`src/rtl/uart_pkg.sv`:
```
// ---------------------------------------------------------------------------
// uart_pkg
// Shared types and helpers for the periodic pattern transmitter.
//   tx_state_t : states of the serial transmitter FSM
//   mode_t     : pattern generator mode select
//   lfsr_taps  : Fibonacci LFSR feedback mask for word widths 5..8
// ---------------------------------------------------------------------------
package uart_pkg;

  typedef enum logic [1:0] {
    ST_IDLE  = 2'd0,
    ST_START = 2'd1,
    ST_DATA  = 2'd2,
    ST_STOP  = 2'd3
  } tx_state_t;

  typedef enum logic [1:0] {
    MODE_INC   = 2'd0,
    MODE_DEC   = 2'd1,
    MODE_LFSR  = 2'd2,
    MODE_FIXED = 2'd3
  } mode_t;

  // Feedback mask for a shift-left Fibonacci LFSR: the new LSB is the XOR of
  // the state bits selected here. Bit k of the mask is the x^(k+1) term.
  //   5: x^5+x^3+1            6: x^6+x^5+1
  //   7: x^7+x^6+1            8: x^8+x^6+x^5+x^4+1
  function automatic logic [7:0] lfsr_taps(input int width);
    logic [7:0] taps;
    case (width)
      5:       taps = 8'h14;
      6:       taps = 8'h30;
      7:       taps = 8'h60;
      default: taps = 8'hB8;
    endcase
    return taps;
  endfunction

endpackage

```
`src/rtl/uart_pattern_tx_if.sv`:
```
// ---------------------------------------------------------------------------
// uart_pattern_tx_if
// Control and status bundle of the pattern transmitter.
//   en, mode, fixed_data          : controls, driven by the board top / bench
//   tx, tx_busy, sent, last_data,
//   overrun                       : line and status, driven by the transmitter
// The master modport belongs to whoever drives the controls; the
// transmitter itself uses the slave modport.
// ---------------------------------------------------------------------------
interface uart_pattern_tx_if #(
  parameter int DATA_W = 8
);
  logic              en;
  logic [1:0]        mode;
  logic [DATA_W-1:0] fixed_data;
  logic              tx;
  logic              tx_busy;
  logic              sent;
  logic [DATA_W-1:0] last_data;
  logic              overrun;

  modport master (
    output en, mode, fixed_data,
    input  tx, tx_busy, sent, last_data, overrun
  );

  modport slave (
    input  en, mode, fixed_data,
    output tx, tx_busy, sent, last_data, overrun
  );
endinterface

```
`src/rtl/uart_tx_core.sv`:
```
// ---------------------------------------------------------------------------
// uart_tx_core
// 8N1-style serialiser: one start bit (0), DATA_W data bits LSB first, one
// stop bit (1), each CLKS_PER_BIT clocks long.
//   clk_50m : system clock
//   rst     : synchronous active-high reset, truncates any frame in flight
//   start   : launch request, only honoured while idle
//   data    : word to send, captured together with start
//   tx      : serial line, idles high (registered)
//   busy    : high for every cycle of a frame (registered)
//   done    : high during the final stop-bit cycle (registered)
// ---------------------------------------------------------------------------
module uart_tx_core
  import uart_pkg::*;
#(
  parameter int CLKS_PER_BIT = 434,
  parameter int DATA_W       = 8
) (
  input  logic              clk_50m,
  input  logic              rst,
  input  logic              start,
  input  logic [DATA_W-1:0] data,
  output logic              tx,
  output logic              busy,
  output logic              done
);

  localparam int TMR_W = $clog2(CLKS_PER_BIT);
  localparam int IDX_W = $clog2(DATA_W);
  localparam logic [TMR_W-1:0] TMR_LAST = TMR_W'(CLKS_PER_BIT - 1);
  localparam logic [IDX_W-1:0] IDX_LAST = IDX_W'(DATA_W - 1);

  tx_state_t         r_state;
  logic [TMR_W-1:0]  r_timer;
  logic [IDX_W-1:0]  r_bit_idx;
  logic [DATA_W-1:0] r_shift;
  logic              r_tx;
  logic              r_busy;
  logic              r_done;

  tx_state_t         w_state_next;
  logic [TMR_W-1:0]  w_timer_next;
  logic [IDX_W-1:0]  w_bit_idx_next;
  logic [DATA_W-1:0] w_shift_next;
  logic              w_bit_end;
  logic              w_tx_next;
  logic              w_busy_next;
  logic              w_done_next;

  always_comb begin
    w_state_next   = r_state;
    w_timer_next   = r_timer;
    w_bit_idx_next = r_bit_idx;
    w_shift_next   = r_shift;
    w_bit_end      = (r_timer == TMR_LAST);

    case (r_state)
      ST_IDLE: begin
        if (start) begin
          w_state_next = ST_START;
          w_timer_next = '0;
          w_shift_next = data;
        end
      end
      ST_START: begin
        if (w_bit_end) begin
          w_state_next   = ST_DATA;
          w_timer_next   = '0;
          w_bit_idx_next = '0;
        end else begin
          w_timer_next = r_timer + TMR_W'(1);
        end
      end
      ST_DATA: begin
        if (w_bit_end) begin
          w_timer_next = '0;
          w_shift_next = {1'b0, r_shift[DATA_W-1:1]};
          if (r_bit_idx == IDX_LAST) begin
            w_state_next = ST_STOP;
          end else begin
            w_bit_idx_next = r_bit_idx + IDX_W'(1);
          end
        end else begin
          w_timer_next = r_timer + TMR_W'(1);
        end
      end
      ST_STOP: begin
        if (w_bit_end) begin
          w_state_next = ST_IDLE;
          w_timer_next = '0;
        end else begin
          w_timer_next = r_timer + TMR_W'(1);
        end
      end
      default: begin
        w_state_next = ST_IDLE;
        w_timer_next = '0;
      end
    endcase

    // Outputs are derived from the next state so that they can be registered
    // and still line up with the state they describe.
    case (w_state_next)
      ST_START: w_tx_next = 1'b0;
      ST_DATA:  w_tx_next = w_shift_next[0];
      default:  w_tx_next = 1'b1;
    endcase
    w_busy_next = (w_state_next != ST_IDLE);
    w_done_next = (w_state_next == ST_STOP) && (w_timer_next == TMR_LAST);
  end

  always_ff @(posedge clk_50m) begin
    if (rst) begin
      r_state   <= ST_IDLE;
      r_timer   <= '0;
      r_bit_idx <= '0;
      r_shift   <= '0;
      r_tx      <= 1'b1;
      r_busy    <= 1'b0;
      r_done    <= 1'b0;
    end else begin
      r_state   <= w_state_next;
      r_timer   <= w_timer_next;
      r_bit_idx <= w_bit_idx_next;
      r_shift   <= w_shift_next;
      r_tx      <= w_tx_next;
      r_busy    <= w_busy_next;
      r_done    <= w_done_next;
    end
  end

  assign tx   = r_tx;
  assign busy = r_busy;
  assign done = r_done;

endmodule

```
`src/rtl/uart_pattern_tx.sv`:
```
// ---------------------------------------------------------------------------
// uart_pattern_tx
// Periodic test-pattern transmitter for UART bring-up. Every INTERVAL clocks
// (while enabled) it offers one word to its own serialiser; the word comes
// from an increment, decrement, LFSR or fixed pattern.
//   clk_50m : system clock
//   rst     : synchronous active-high reset
//   bus     : slave side of uart_pattern_tx_if
//             en         - run the interval counter (low holds it at 0)
//             mode       - 0 inc, 1 dec, 2 LFSR, 3 fixed
//             fixed_data - word used in fixed mode
//             tx         - serial line, idles high
//             tx_busy    - frame on the line
//             sent       - one-cycle pulse in the last stop-bit cycle
//             last_data  - most recently launched word
//             overrun    - sticky: a tick arrived while a frame was busy
// ---------------------------------------------------------------------------
module uart_pattern_tx
  import uart_pkg::*;
#(
  parameter int CLK_FREQ_HZ = 50_000_000,
  parameter int BAUD        = 115200,
  parameter int DATA_W      = 8,
  parameter int INTERVAL    = 50_000_000
) (
  input  logic                  clk_50m,
  input  logic                  rst,
  uart_pattern_tx_if.slave      bus
);

  localparam int CLKS_PER_BIT = CLK_FREQ_HZ / BAUD;
  localparam int CNT_W        = $clog2(INTERVAL);
  localparam logic [CNT_W-1:0] CNT_LAST = CNT_W'(INTERVAL - 1);

  localparam logic [7:0]        TAPS_FULL = lfsr_taps(DATA_W);
  localparam logic [DATA_W-1:0] TAPS      = TAPS_FULL[DATA_W-1:0];

  logic [CNT_W-1:0]  r_cnt;
  logic [DATA_W-1:0] r_pat;
  logic [DATA_W-1:0] r_last_data;
  logic              r_overrun;

  mode_t             w_mode;
  logic              w_tick;
  logic              w_busy;
  logic              w_launch;
  logic [DATA_W-1:0] w_word;
  logic [DATA_W-1:0] w_pat_next;
  logic              w_tx;
  logic              w_done;

  assign w_mode   = mode_t'(bus.mode);
  assign w_tick   = bus.en && (r_cnt == CNT_LAST);
  // The core's busy flag is registered from its next state, so it is high
  // exactly when the transmitter is outside IDLE, including the last stop
  // cycle. A tick in that cycle is therefore an overrun, not a launch.
  assign w_launch = w_tick && !w_busy;

  always_comb begin
    w_word = r_pat;
    case (w_mode)
      MODE_INC, MODE_DEC: w_word = r_pat;
      // An all-zero LFSR state would lock up; substitute 1.
      MODE_LFSR:          w_word = (r_pat == '0) ? DATA_W'(1) : r_pat;
      MODE_FIXED:         w_word = bus.fixed_data;
      default:            w_word = r_pat;
    endcase
  end

  always_comb begin
    w_pat_next = r_pat;
    case (w_mode)
      MODE_INC:   w_pat_next = w_word + DATA_W'(1);
      MODE_DEC:   w_pat_next = r_pat - DATA_W'(1);
      MODE_LFSR:  w_pat_next = {w_word[DATA_W-2:0], ^(w_word & TAPS)};
      MODE_FIXED: w_pat_next = r_pat;
      default:    w_pat_next = r_pat;
    endcase
  end

  always_ff @(posedge clk_50m) begin
    if (rst) begin
      r_cnt <= '0;
    end else if (!bus.en) begin
      r_cnt <= '0;
    end else if (r_cnt == CNT_LAST) begin
      r_cnt <= '0;
    end else begin
      r_cnt <= r_cnt + CNT_W'(1);
    end
  end

  always_ff @(posedge clk_50m) begin
    if (rst) begin
      r_pat       <= '0;
      r_last_data <= '0;
    end else if (w_launch) begin
      r_pat       <= w_pat_next;
      r_last_data <= w_word;
    end
  end

  always_ff @(posedge clk_50m) begin
    if (rst) begin
      r_overrun <= 1'b0;
    end else if (w_tick && w_busy) begin
      r_overrun <= 1'b1;
    end
  end

  uart_tx_core #(
    .CLKS_PER_BIT (CLKS_PER_BIT),
    .DATA_W       (DATA_W)
  ) u_tx_core (
    .clk_50m (clk_50m),
    .rst     (rst),
    .start   (w_launch),
    .data    (w_word),
    .tx      (w_tx),
    .busy    (w_busy),
    .done    (w_done)
  );

  assign bus.tx        = w_tx;
  assign bus.tx_busy   = w_busy;
  assign bus.sent      = w_done;
  assign bus.last_data = r_last_data;
  assign bus.overrun   = r_overrun;

endmodule

```
`src/flat_wrapper.sv`:
```
// flat-port wrapper written by rule: the top's interface ports become plain ports
module uart_pattern_tx_flat import uart_pkg::*;
#(
  parameter int CLK_FREQ_HZ = 50_000_000,
  parameter int BAUD        = 115200,
  parameter int DATA_W      = 8,
  parameter int INTERVAL    = 50_000_000
)
  (clk_50m, rst, bus_en, bus_mode, bus_fixed_data, bus_tx, bus_tx_busy, bus_sent, bus_last_data, bus_overrun);
  uart_pattern_tx_if #(.DATA_W(DATA_W)) bus_i ();
  input  logic clk_50m;
  input  logic rst;
  input wire logic [$bits(bus_i.en)-1:0] bus_en;
  input wire logic [$bits(bus_i.mode)-1:0] bus_mode;
  input wire logic [$bits(bus_i.fixed_data)-1:0] bus_fixed_data;
  output wire logic [$bits(bus_i.tx)-1:0] bus_tx;
  output wire logic [$bits(bus_i.tx_busy)-1:0] bus_tx_busy;
  output wire logic [$bits(bus_i.sent)-1:0] bus_sent;
  output wire logic [$bits(bus_i.last_data)-1:0] bus_last_data;
  output wire logic [$bits(bus_i.overrun)-1:0] bus_overrun;
  assign bus_i.en = bus_en;
  assign bus_i.mode = bus_mode;
  assign bus_i.fixed_data = bus_fixed_data;
  assign bus_tx = bus_i.tx;
  assign bus_tx_busy = bus_i.tx_busy;
  assign bus_sent = bus_i.sent;
  assign bus_last_data = bus_i.last_data;
  assign bus_overrun = bus_i.overrun;
  uart_pattern_tx #(.CLK_FREQ_HZ(CLK_FREQ_HZ), .BAUD(BAUD), .DATA_W(DATA_W), .INTERVAL(INTERVAL)) u_core (.clk_50m(clk_50m), .rst(rst), .bus(bus_i));
endmodule
```
`config.mk`:
```
export PLATFORM = sky130hd
export DESIGN_NAME = uart_pattern_tx_flat
export DESIGN_NICKNAME = d
export VERILOG_FILES = /design/src/rtl/uart_pkg.sv /design/src/rtl/uart_pattern_tx_if.sv /design/src/rtl/uart_tx_core.sv /design/src/rtl/uart_pattern_tx.sv /design/src/flat_wrapper.sv
export SDC_FILE = /design/constraint.sdc
export NUM_CORES = 1
export LEC_CHECK = 0
export ABC_AREA = 1
export CAP_MARGIN = 10
export CORE_MARGIN = 2
export CORE_UTILIZATION = 55
export DETAILED_ROUTE_END_ITERATION = 7
export GPL_TIMING_DRIVEN = 1
export HOLD_SLACK_MARGIN = 0.05
export PLACE_DENSITY = 0.75
export SKIP_CTS_REPAIR_TIMING = 1
export SLEW_MARGIN = 0
export SYNTH_ARGS = -nofsm -noshare
export SYNTH_HDL_FRONTEND = slang
export SYNTH_SLANG_ARGS = --single-unit
```
`constraint.sdc`:
```
create_clock -name clk_50m -period 3.7 [get_ports clk_50m]
set_input_delay 0.555 -clock clk_50m [delete_from_list [all_inputs] [get_ports clk_50m]]
set_output_delay 0.555 -clock clk_50m [all_outputs]
set_load 0.02 [all_outputs]
```
; ---- Yosys cells after proc, flatten, opt, wreduce, memory -nomap -nowiden
; Cells that the tools add are included.
[op_classes]
add_sub_neg = 5
eq_ne = 17
muxes = 20
bitwise_logic = 2
reduce_logical = 18
[ops]
columns = cell, count
row1 = one-hot mux 8 bit (3 select lines), 2
row2 = adder 26 x 1 -> 26 bit (second input constant), 1
row3 = equality test 26 bit (second input constant), 1
row4 = two-way mux 8 bit, 3
row5 = equality test 9 bit (second input constant), 2
row6 = two-way mux 9 bit, 2
row7 = one-hot mux 9 bit (2 select lines), 1
row8 = one-hot mux 8 bit (2 select lines), 1
row9 = equality test 2 bit (second input constant), 6
row10 = two-way mux 2 bit, 5
row11 = adder 9 x 1 -> 9 bit (second input constant), 1
row12 = two-way mux 3 bit, 3
row13 = adder 8 x 1 -> 8 bit (second input constant), 1
row14 = logical NOT 8 bit, 1
row15 = inequality test 2 bit (second input constant), 4
row16 = one-hot mux 2 bit (4 select lines), 1
row17 = XOR reduction 8 bit, 1
row18 = subtractor 8 x 1 -> 8 bit (second input constant), 1
row19 = equality test 2 x 1 -> 1 bit (second input constant), 3
row20 = one-hot mux 3 bit (2 select lines), 1
row21 = nonzero test 2 bit, 3
row22 = OR reduction 3 bit, 2
row23 = logical AND 1 bit, 4
row24 = logical NOT 2 bit, 2
row25 = other kinds (9), 10
[word_totals]
reg_bits = 68
in_bits = 13
output_inout_bits = 12

; ---- Depth between registers and ports, before layout
[depth]
depth_word = 7
depth_mapped = 16
ltp_nobuf = 16

; ---- By module
; From an unflattened synthesis, not the netlist that was laid out.
[unflattened]
cells_unflattened = 620
hier_area_um2 = 4075.2
[modules_own_cells]
columns = module, instances, cells_each, area_each_um2, seq_area_each_um2
row1 = uart_pattern_tx, 1, 418, 2706.3, 860.8
row2 = uart_tx_core, 1, 202, 1368.8, 500.5

; ---- Least setup slack after synthesis
; Ideal clock, no wire load.
[synth_timing]
path_type = input port to flip-flop
from = input bus_mode[0]
to = register u_core.r_pat[6]
setup_ns = 0.064
t_arrival_ns = 2.192
slack_ns = 1.444
cell_stages = 12
n_path_buf = 0
path_cell_list = inv_1 ha_1 inv_1 nand2_1 and3_1 a21oi_1 ha_1 nand4_1 xor2_1 o21ai_1 nor2_1 nor2_1
[synth_via]
elab_chain_len = 5
elab_cells_between_ends = 10
classes_between = add/sub (1) / eq/ne (3) / mux (2) / bitwise (1) / reduce/logical (3)
[synth_lines]
columns = element, line_no
row1 = from (decl), flat_wrapper.sv:14  ; input wire logic [$bits(bus_i.mode)-1:0] bus_mode;
row2 = equality test 2 x 1 -> 1 bit / logical NOT 2 bit (equally long branches), uart_pattern_tx.sv:61  ; case (w_mode)
row3 = OR reduction 2 bit, uart_pattern_tx.sv:61
row4 = one-hot mux 8 bit (3 select lines) (*), uart_pattern_tx.sv:61
row5 = net u_core.u_tx_core.data[0], uart_tx_core.sv:22  ; input logic [DATA_W-1:0] data,
row6 = adder 8 x 1 -> 8 bit (*), uart_pattern_tx.sv:73  ; MODE_INC: w_pat_next = w_word + DATA_W'(1);
row7 = one-hot mux 8 bit (3 select lines) (*), uart_pattern_tx.sv:72  ; case (w_mode)
row8 = to (signal assigned), uart_pattern_tx.sv:98  ; r_pat <= w_pat_next;
row9 = to (decl), uart_pattern_tx.sv:39  ; logic [DATA_W-1:0] r_pat;
; Mark *: on every way through the listed nets, which the timed path passes. The rest lies on a longest branch.
; A chain may end at the register's enable or synchronous reset.

; ---- Worst setup path after layout
[layout_timing]
from = input bus_mode[0]
to = register u_core.r_pat[0]
[layout_via]
elab_chain_len = 5
elab_cells_between_ends = 11
classes_between = add/sub (1) / eq/ne (3) / mux (2) / bitwise (1) / reduce/logical (4)
[layout_lines]
columns = element, line_no
row1 = equality test 2 x 1 -> 1 bit / logical NOT 2 bit (equally long branches), uart_pattern_tx.sv:61
row2 = OR reduction 2 bit, uart_pattern_tx.sv:61
row3 = one-hot mux 8 bit (3 select lines) (*), uart_pattern_tx.sv:61
row4 = net u_core.u_tx_core.data[5], uart_tx_core.sv:22
row5 = XOR reduction 8 bit (*), uart_pattern_tx.sv:75  ; MODE_LFSR: w_pat_next = {w_word[DATA_W-2:0], ^(w_word & TAPS)};
row6 = one-hot mux 8 bit (3 select lines) (*), uart_pattern_tx.sv:72
; Marks and branches as above.

==> out/qor.txt <==
Detailed Route Iter0 Violations - 252
Arrival time at the worst endpoint - 3090 ps
Cell depth of the worst min-delay path - 1
TNS Setup - 0 ps
Worst-margin pin slew - 584.5 ps
Fin. max-slew vios - 0
Number of global-route vias before repair - 3303
Worst setup SP type - primary input
Core outline area - 0.006756 mm^2
Internal reg-to-reg setup slack - 1250 ps
Layout cells sized above 1 - 0.06688
Clock tree from TritonCTS - yes
WP data required - 3970 ps
Dpl hpwl - 6686 um
Max Cap Violations - 0
Pwr per Cell Area - 350.1 mW/mm^2
Final cell utilization of the core - 0.6443
Syn Nets - 603
Pin count of the biggest net entering global routing - 37
Routability cong. - 1.019
RR Endpoint - u_core.r_pat[6]
# diodes - 0
Die width - 87.20 um
Status - complete, no violations
CTS clock-pin slew for the worst setup and hold paths - 70 ps
Hold path start - u_core.r_cnt[0]
Io pins - 25
Clock skew - 7.630 ps
Clk sink count - 68
Port bufs - 24
FF-to-FF path depth - 12
Clk buf depth - 2
Slew margin rel. - 0.6077
Min-Delay Path Class - flip-flop to flip-flop
H-tree Lvls - 3
Clk Latency, worst-skew pair - 340 ps
End of the worst hold path - u_core.r_cnt[0]
Final WL - 9110 um
Final hold viol count - 0
DR vias - 3764
Num rows - 30
RSZ-0062 raised after global routing - false
Seq/Total Area, Yosys - 0.3575
Crit path capture type - flip-flop
Synth Warn # - 0
Peak supply drop - 0.1746 mV
DRC viols - 0
Die area - 0.007604 mm^2
Final nets - 632
WL per Instance - 13.15 um
Synth Area per Inst - 6.576 um^2
Yosys cell types - 38
LEAKAGE - 0.001658 uW
Synthesized area - 0.003807 mm^2
Gr usage total - 0.2514
Drt via density - 5.431
# setup viols final - 0
Synth Register Bits - 68
Final ANT Viol Nets - 0
Setup CP Type - primary input to flip-flop
Synthesis-to-layout area growth - 14.33%
First-pass GRT wire length - 15160 um
Overflow after GRT - 0
Height of the die - 87.20 um
FF-to-FF Start - u_core.r_pat[0]
Post-layout minimum cycle time - 2819 ps
Starting density of the core - 0.5635
Number of buffers created by CTS - 9
Synthesized instance count - 579
First-pass DRT Iterations - 6
Final period util - 0.7620
Initial antenna violation count - 0
Fmax - 0.3547 GHz
Clk root buf - clkbuf_8
CP Max Fanout - 11
-- placed cells by master, fill, tap and decap left out, types with 2 or more instances in the layout --
cell               n
a211oi_1           3
a21oi_1           45
a31oi_1           10
buf_4              3
bufinv_16          2
clkbuf_1           2
clkbuf_8          11
clkdlybuf4s50_1   24
clkinv_1           2
dfxtp_1           68
ha_1              11
inv_1             68
inv_2              6
nand2_1          152
nand2_2            2
nand3_1           40
nand3_2            2
nand3b_1           2
nand4_1            6
nor2_1            70
nor2_2             6
nor2_4             2
nor3_1            12
nor3_2             3
nor3b_1            5
nor4_1             5
o21a_1             2
o21ai_0           19
o21ai_1            9
o32ai_1            2
xnor2_1            3
xor2_1             7
-- worst max path at each step --
stage	startpoint	end	slack [ps]	depth (start not counted)
floorplan	bus_mode[0]	u_core.r_pat[6]	1440	12
global placement	bus_mode[0]	u_core.r_pat[6]	680	13
detailed placement	bus_mode[0]	u_core.r_pat[0]	560	14
CTS	bus_mode[0]	u_core.r_pat[0]	930	14
global route	bus_mode[0]	u_core.r_pat[6]	590	13
finish	bus_mode[0]	u_core.r_pat[0]	880	14
-- power breakdown --
group          leakage (uW)  switching (uW)  internal, uW
Sequential         0.000548           0.744           732
Combinational      0.000997            55.1          30.3
Clock              0.000114             287           419
-- per-layer routing --
metal  share of wire  vias to the layer above  GRT usage
met5               0                        -          0
met4           0.024                        0    0.09790
met3           0.048                       25    0.05024
met2            0.46                      105     0.3983
met1            0.47                     1691     0.3372
li1                -                     1943          -
-- cells by family (layout without fill, tap and decap cells) --
| kind of cell | Yosys count | in the layout | share of synthesized area |
|---|---|---|---|
| simple gates | 311 | 311 | 0.3615 |
| compound gates | 94 | 94 | 0.1351 |
| buf+inv | 85 | 119 | 0.08675 |
| flops | 68 | 68 | 0.3575 |
| fa+ha+maj | 11 | 11 | 0.03615 |
| xor+xnor | 10 | 10 | 0.02301 |
-- critical path, cell delays in order --
cell and delay (ps):
clkdlybuf4s50_1 510, ha_1 160, buf_4 180, inv_1 90, nor2_1 370, o21ai_1 260, ha_1 350, inv_1 60
nand2_1 60, nand3_1 110, nand2_1 60, o21ai_1 120, nand3_1 80, a21oi_1 130
-- state kept, by name, indices dropped and copies added, names as in the netlist --
| signal | flops |
|---|---|
| u_core.u_tx_core.busy | 1 |
| u_core.u_tx_core.r_shift | 8 |
| u_core.r_pat | 8 |
| u_core.u_tx_core.tx | 1 |
| u_core.u_tx_core.r_timer | 9 |
| u_core.r_cnt | 26 |
| u_core.u_tx_core.r_bit_idx | 3 |
| u_core.bus.overrun | 1 |
| u_core.u_tx_core.r_state | 2 |
| u_core.u_tx_core.done | 1 |
| u_core.bus.last_data | 8 |
-- through the flow --
step	hold slack [ps]	area, um^2	total power [uW]	std cells	setup slack (ps)
global route	482.7	4353	1586	693	591.2
detailed placement	440.7	4125	833.9	677	564.5
floorplan	417.9	3807	802.8	579	1444
finish	454.5	4353	1524	693	880.7
global placement	432.9	4125	832.6	677	677.4
CTS	457.5	4353	1535	693	932.6
-- synthesized netlist by cell type (all sizes together) --
master | n | area [um^2]
a211oi | 3 | 22.52
a21boi | 1 | 7.510
a21oi | 45 | 225.2
a31oi | 10 | 62.56
and3 | 1 | 6.260
buf | 4 | 26.27
clkbuf | 5 | 18.77
clkinv | 2 | 7.510
dfxtp | 68 | 1361
ha | 11 | 137.6
inv | 74 | 277.8
nand2 | 154 | 583.1
nand3 | 42 | 220.2
nand3b | 2 | 15.01
nand4 | 6 | 37.54
nor2 | 79 | 342.8
nor3 | 15 | 90.09
nor3b | 5 | 37.54
nor4 | 5 | 31.28
o211ai | 1 | 7.510
o21a | 2 | 15.01
o21ai | 29 | 148.9
o31ai | 1 | 7.510
o32ai | 2 | 17.52
or2 | 2 | 12.52
xnor2 | 3 | 26.28
xor2 | 7 | 61.31
-- final cells by class --
type	count	area, um^2
clock inverters	3	68.82
well taps	80	100.1
inverters	76	285.3
repair buffers	27	262.8
multi-input cells	426	2116
clock buffers	13	158.9
fillers	612	2404
flip-flops and latches	68	1361
Power figures use the tool's default switching activity.
